## src/rtl/lane_game_engine.sv

```systemverilog
// Lane-crossing game core: rotating car lanes, frog movement, collision/win
// detection, lives/score bookkeeping and a PLAY/DEAD/WIN/OVER state machine.
module lane_game_engine #(
    parameter int                     ROWS       = 8,
    parameter int                     COLS       = 8,
    parameter int                     TICK_DIV   = 100_000_000,
    parameter logic [ROWS-1:0]        LANE_MASK  = 8'b0110_1110,
    parameter logic [ROWS-1:0]        LANE_DIR   = 8'b0100_1010,
    parameter logic [ROWS*COLS-1:0]   LANE_INIT  = 64'h00F0_8000_CC88_8800,
    parameter int                     LIVES      = 3,
    parameter int                     HOLD_TICKS = 2
) (
    input  logic                      clk,
    input  logic                      reset,
    input  logic                      up_n,
    input  logic                      down_n,
    input  logic                      left_n,
    input  logic                      right_n,
    output logic [ROWS*COLS-1:0]      lanes,
    output logic [$clog2(ROWS)-1:0]   frog_row,
    output logic [COLS-1:0]           frog_col,
    output logic [1:0]                state,
    output logic [2:0]                lives,
    output logic [7:0]                score,
    output logic                      tick
);

    localparam int RW = $clog2(ROWS);
    localparam int TW = (TICK_DIV > 1) ? $clog2(TICK_DIV) : 1;
    localparam int HW = $clog2(HOLD_TICKS + 1);

    localparam logic [1:0] ST_PLAY = 2'd0;
    localparam logic [1:0] ST_DEAD = 2'd1;
    localparam logic [1:0] ST_WIN  = 2'd2;
    localparam logic [1:0] ST_OVER = 2'd3;

    localparam logic [RW-1:0]   START_ROW = RW'(ROWS - 1);
    localparam logic [COLS-1:0] START_COL = {{(COLS-1){1'b0}}, 1'b1} << (COLS / 2);

    function automatic logic [ROWS*COLS-1:0] masked_init();
        logic [ROWS*COLS-1:0] res_v;
        res_v = {(ROWS*COLS){1'b0}};
        for (int r = 0; r < ROWS; r++) begin
            if (LANE_MASK[r]) begin
                res_v[r*COLS +: COLS] = LANE_INIT[r*COLS +: COLS];
            end else begin
                res_v[r*COLS +: COLS] = {COLS{1'b0}};
            end
        end
        return res_v;
    endfunction

    // Right rotation moves cars toward bit 0, left rotation toward the MSB.
    function automatic logic [ROWS*COLS-1:0] rotate_lanes(input logic [ROWS*COLS-1:0] cur);
        logic [ROWS*COLS-1:0] res_v;
        logic [COLS-1:0]      row_v;
        res_v = {(ROWS*COLS){1'b0}};
        for (int r = 0; r < ROWS; r++) begin
            row_v = cur[r*COLS +: COLS];
            if (!LANE_MASK[r]) begin
                res_v[r*COLS +: COLS] = {COLS{1'b0}};
            end else if (LANE_DIR[r]) begin
                res_v[r*COLS +: COLS] = {row_v[0], row_v[COLS-1:1]};
            end else begin
                res_v[r*COLS +: COLS] = {row_v[COLS-2:0], row_v[COLS-1]};
            end
        end
        return res_v;
    endfunction

    logic [ROWS*COLS-1:0] lanes_r;
    logic [RW-1:0]        frog_row_r, row_nx_s;
    logic [COLS-1:0]      frog_col_r, col_nx_s;
    logic [1:0]           state_r, state_nx_s;
    logic [2:0]           lives_r, lives_nx_s;
    logic [7:0]           score_r, score_nx_s;
    logic [HW-1:0]        hold_r, hold_nx_s;
    logic [TW-1:0]        tick_cnt_r;
    logic                 tick_r;
    logic [3:0]           btn_hist_r;
    logic [3:0]           btn_s;
    logic [3:0]           press_s;
    logic [COLS-1:0]      lane_row_s;
    logic                 hit_s;
    logic                 hold_done_s;

    assign btn_s       = {up_n, down_n, left_n, right_n};
    assign press_s     = btn_hist_r & ~btn_s;
    assign lane_row_s  = lanes_r[int'(frog_row_r)*COLS +: COLS];
    assign hit_s       = |(lane_row_s & frog_col_r);
    assign hold_done_s = tick_r && (hold_r == HW'(HOLD_TICKS - 1));

    // Next-state logic for the game state machine, frog position and counters.
    always_comb begin
        state_nx_s = state_r;
        row_nx_s   = frog_row_r;
        col_nx_s   = frog_col_r;
        lives_nx_s = lives_r;
        score_nx_s = score_r;
        hold_nx_s  = hold_r;
        case (state_r)
            ST_PLAY: begin
                hold_nx_s = {HW{1'b0}};
                if (hit_s) begin
                    state_nx_s = ST_DEAD;
                    lives_nx_s = (lives_r != 3'd0) ? lives_r - 3'd1 : 3'd0;
                end else if (frog_row_r == {RW{1'b0}}) begin
                    state_nx_s = ST_WIN;
                    score_nx_s = (score_r != 8'd255) ? score_r + 8'd1 : 8'd255;
                end else if (press_s[3]) begin
                    row_nx_s = frog_row_r - RW'(1);
                end else if (press_s[2]) begin
                    if (frog_row_r != START_ROW) begin
                        row_nx_s = frog_row_r + RW'(1);
                    end else begin
                        row_nx_s = frog_row_r;
                    end
                end else if (press_s[1]) begin
                    if (!frog_col_r[COLS-1]) begin
                        col_nx_s = frog_col_r << 1;
                    end else begin
                        col_nx_s = frog_col_r;
                    end
                end else if (press_s[0]) begin
                    if (!frog_col_r[0]) begin
                        col_nx_s = frog_col_r >> 1;
                    end else begin
                        col_nx_s = frog_col_r;
                    end
                end else begin
                    row_nx_s = frog_row_r;
                end
            end
            ST_DEAD, ST_WIN: begin
                if (hold_done_s) begin
                    hold_nx_s = {HW{1'b0}};
                    if (state_r == ST_DEAD && lives_r == 3'd0) begin
                        state_nx_s = ST_OVER;
                    end else begin
                        state_nx_s = ST_PLAY;
                        row_nx_s   = START_ROW;
                        col_nx_s   = START_COL;
                    end
                end else if (tick_r) begin
                    hold_nx_s = hold_r + HW'(1);
                end else begin
                    hold_nx_s = hold_r;
                end
            end
            ST_OVER: begin
                state_nx_s = ST_OVER;
            end
            default: begin
                state_nx_s = ST_PLAY;
            end
        endcase
    end

    // State registers, tick divider and lane rotation.
    always_ff @(posedge clk) begin
        if (reset) begin
            lanes_r    <= masked_init();
            frog_row_r <= START_ROW;
            frog_col_r <= START_COL;
            state_r    <= ST_PLAY;
            lives_r    <= 3'(LIVES);
            score_r    <= 8'd0;
            hold_r     <= {HW{1'b0}};
            tick_cnt_r <= {TW{1'b0}};
            tick_r     <= 1'b0;
            btn_hist_r <= 4'hF;
        end else begin
            btn_hist_r <= btn_s;
            if (tick_cnt_r == TW'(TICK_DIV - 1)) begin
                tick_cnt_r <= {TW{1'b0}};
                tick_r     <= 1'b1;
            end else begin
                tick_cnt_r <= tick_cnt_r + TW'(1);
                tick_r     <= 1'b0;
            end
            if (tick_r && state_r != ST_OVER) begin
                lanes_r <= rotate_lanes(lanes_r);
            end else begin
                lanes_r <= lanes_r;
            end
            frog_row_r <= row_nx_s;
            frog_col_r <= col_nx_s;
            state_r    <= state_nx_s;
            lives_r    <= lives_nx_s;
            score_r    <= score_nx_s;
            hold_r     <= hold_nx_s;
        end
    end

    assign lanes    = lanes_r;
    assign frog_row = frog_row_r;
    assign frog_col = frog_col_r;
    assign state    = state_r;
    assign lives    = lives_r;
    assign score    = score_r;
    assign tick     = tick_r;

endmodule

```

## config.mk

```make
export PLATFORM = sky130hd
export DESIGN_NAME = lane_game_engine
export DESIGN_NICKNAME = d
export VERILOG_FILES = /design/src/rtl/lane_game_engine.sv
export SDC_FILE = /design/constraint.sdc
export NUM_CORES = 1
export LEC_CHECK = 0
export BUFFER_PORTS_ARGS = -buffer_cell sky130_fd_sc_hd__buf_2
export CAP_MARGIN = 20
export CORE_ASPECT_RATIO = 0.8
export CORE_MARGIN = 2
export CORE_UTILIZATION = 55
export DETAILED_ROUTE_END_ITERATION = 12
export HOLD_SLACK_MARGIN = 0.08
export PLACE_DENSITY_LB_ADDON = 0.2
export SLEW_MARGIN = 30
export SYNTH_ARGS = -nofsm -noshare
export SYNTH_HDL_FRONTEND = slang
export SYNTH_SLANG_ARGS = --single-unit
```

## constraint.sdc

```tcl
create_clock -name clk -period 3.6 [get_ports clk]
set_input_delay 0.72 -clock clk [delete_from_list [all_inputs] [get_ports clk]]
set_output_delay 0.72 -clock clk [all_outputs]
set_load 0.05 [all_outputs]
```

==> metrics <==
H-tree Lvls 3; grt ovf 0; Final #Nets 661; mean post-synth cell area 8.17 µm²; via count 4,269; die height 87.9 µm; Mapped Area 0.00484 mm²; largest net degree at the start of global routing 41; Core Util, Final 0.628; Clock Tree Buf Depth 2; CP max FO 27; RSZ-0062 raised after global routing false; kind of start point of the critical path flip-flop; number of I/O port buffers 70; Power Density 539 mW/mm²; Static Leak 0.00222 µW; Post-CTS Resized 0; Hold WC Path Type reg -> reg; ys flop type dfxtp_1; global-route wire length before repair 18,700 µm; share of cells above drive strength 1 0.172; clock share of power 0.254; routed length per instance 15.2 µm; maximum capacitance violations 0; Final min period 3.16 ns; Post-synth EDFFs 0; CP required 3.87 ns; wirelength, routed 11,600 µm; NetSw 1100 µW; CTS Root Cell clkbuf_8; sequential-to-total area share from yosys stat 0.406; reg2reg path depth 7; Via-to-Cell Ratio 5.60; Initial Utilization 0.568; Slew headroom 0.421; crit end category flip-flop; # rows 30; multi-input logic area 0.00259 mm²; status finished clean; ANT cells 0; Placer Congestion 0.820; Max Freq 316 MHz; Sink Count 98; Post-CTS Setup Repair Bufs 0; sw frac 0.380; Min-Delay Path Depth 1; Yosys cell types 58; final setup fails 0; combinational share of power 0.310; register clock-pin slew on the reported worst setup and hold paths 0.09 ns; Layout area overhead 10.6%; Final HPWL DP 7980 µm; max-slew violations 0; Layout Skew 0.0160 ns; final hold vios 0; Max VDD drop 0.382 mV; Pint 1790 µW; Seq pwr share 0.436; crit share post-route 0.879; DRC errors left 0; crit path DAT 3.43 ns; count of state elements after synthesis 98; Async SR Flop Fraction 0; Syn Inst Count 592; Yosys warning total 0; Worst Max-Slew Pin Slew 0.867 ns; kind of critical path reg -> reg; DIE WIDTH 109 µm; setup TNS 0 ns; core area 0.00852 mm²; DRT iter0 DRCs 378; io pins 95; Fillers 747; Routed Antenna Nets 0; reg2reg setup slack 0.44 ns; register area 0.00196 mm²; number of global-route vias before repair 3,796; initial antenna violation count 0; global-route usage over all layers 0.249; Clock Latency Late Sink 0.38 ns; Hold Buf Count CTS 0; TritonCTS Buffers 9; DR pass1 iterations 5; die area 0.00957 mm²; CTS tree yes
## path summary, 6_finish.rpt
kind,endpoint,from
max,frog_row[0]$_SDFFE_PP1P_,frog_row[1]$_SDFFE_PP1P_
min,tick_cnt_r[0]$_SDFF_PP0_,tick_cnt_r[0]$_SDFF_PP0_
max reg2reg,frog_row[0]$_SDFFE_PP1P_,frog_row[1]$_SDFFE_PP1P_
min reg2reg,tick_cnt_r[0]$_SDFF_PP0_,tick_cnt_r[0]$_SDFF_PP0_
## layout by cell type (no fill, tap or decap), types with 5 or more instances in the layout
| master | count |
|---|---|
| nand2_1 | 103 |
| dfxtp_1 | 98 |
| buf_2 | 70 |
| nor2_1 | 50 |
| a21oi_1 | 47 |
| nand3_1 | 36 |
| conb_1 | 24 |
| o21ai_0 | 16 |
| xnor2_1 | 14 |
| inv_1 | 13 |
| xor2_1 | 12 |
| nor3b_1 | 11 |
| clkbuf_8 | 11 |
| nand3b_1 | 10 |
| nand4_1 | 9 |
| mux2i_1 | 9 |
| nor2b_1 | 8 |
| nor3_1 | 8 |
| ha_1 | 7 |
| buf_4 | 7 |
| or3_1 | 6 |
| mux2_2 | 6 |
| and3_1 | 6 |
| or2_2 | 6 |
| and4_1 | 5 |
| and4b_1 | 5 |
## area by class of cell
type,instances,area share
multi-input combinational,447,0.484
sequential,98,0.367
clock inverter,4,0.00959
inverter,14,0.00982
clock buffer,11,0.0283
tap,112,0.0262
timing repair buffer,77,0.0753
## cell usage after synthesis, types with 5 or more instances
library cell,count,share of area
ha_1,7,0.018
o21ai_0,16,0.017
nor2b_1,9,0.012
nand2_1,103,0.080
inv_1,13,0.010
xor2_1,12,0.022
nor2_1,50,0.039
clkbuf_1,24,0.019
and3_1,6,0.0078
xnor2_1,14,0.025
nor3_1,8,0.0083
mux2_2,6,0.014
nand3_1,36,0.037
nand4_1,9,0.012
and4_1,5,0.0091
nor3b_1,11,0.017
mux2i_1,9,0.019
or3_1,6,0.0078
nand3b_1,10,0.016
dfxtp_1,98,0.41
buf_4,24,0.037
and4b_1,5,0.010
a21oi_1,47,0.049
or2_2,6,0.0078
## layer usage
| layer | vias to the layer above | wire, µm | track usage |
|---|---|---|---|
| met5 | - | 0 | 0 |
| met4 | 0 | 123 | 0.0571 |
| met3 | 15 | 814 | 0.0625 |
| met2 | 150 | 5200 | 0.384 |
| met1 | 2006 | 5480 | 0.355 |
| li1 | 2098 | - | - |
## registers in the layout, indices dropped and copies added (netlist names)
name,flops
score,8
tick,1
btn_hist_r,4
frog_row,3
lives,3
frog_col,8
hold_r,2
tick_cnt_r,27
state,2
lanes,40
## worst max-delay path, cell delays in order (launching register included)
cell and delay (ns):
dfxtp_1 0.90, inv_1 0.28, a41o_1 0.31, o41ai_1 0.46, nand4_1 0.13, buf_4 0.21
or4_1 0.53, o22a_1 0.23
## cell families after synthesis
logic type	after synthesis	synth area share
simple gates	277	0.282
flops	98	0.406
compound gates	95	0.128
buf+inv	70	0.0771
xor+xnor	26	0.0471
mux	17	0.0380
fa+ha+maj	8	0.0222
other cells	1	0.000775
## power groups by stage
stage	combinational (µW)	clock (µW)	sequential, µW
4_1_cts	883	744	1250
3_3_place_gp	858	0	1270
3_5_place_dp	878	0	1280
5_1_grt	966	797	1270
2_1_floorplan	665	0	1340
6_report	894	733	1260
## through the flow
step                cell area [µm²]  setup WS, ns  power, µW  hold WS [ns]  cells
floorplan                      4920         0.927       2000         0.426    615
global placement               5150         0.630       2130         0.439    748
detailed placement             5150         0.449       2160         0.453    748
CTS                            5350         0.438       2880         0.474    763
global route                   5350         0.124       3030         0.505    763
finish                         5350         0.437       2880         0.471    763
No activity file was read; power rests on OpenSTA's default activity.
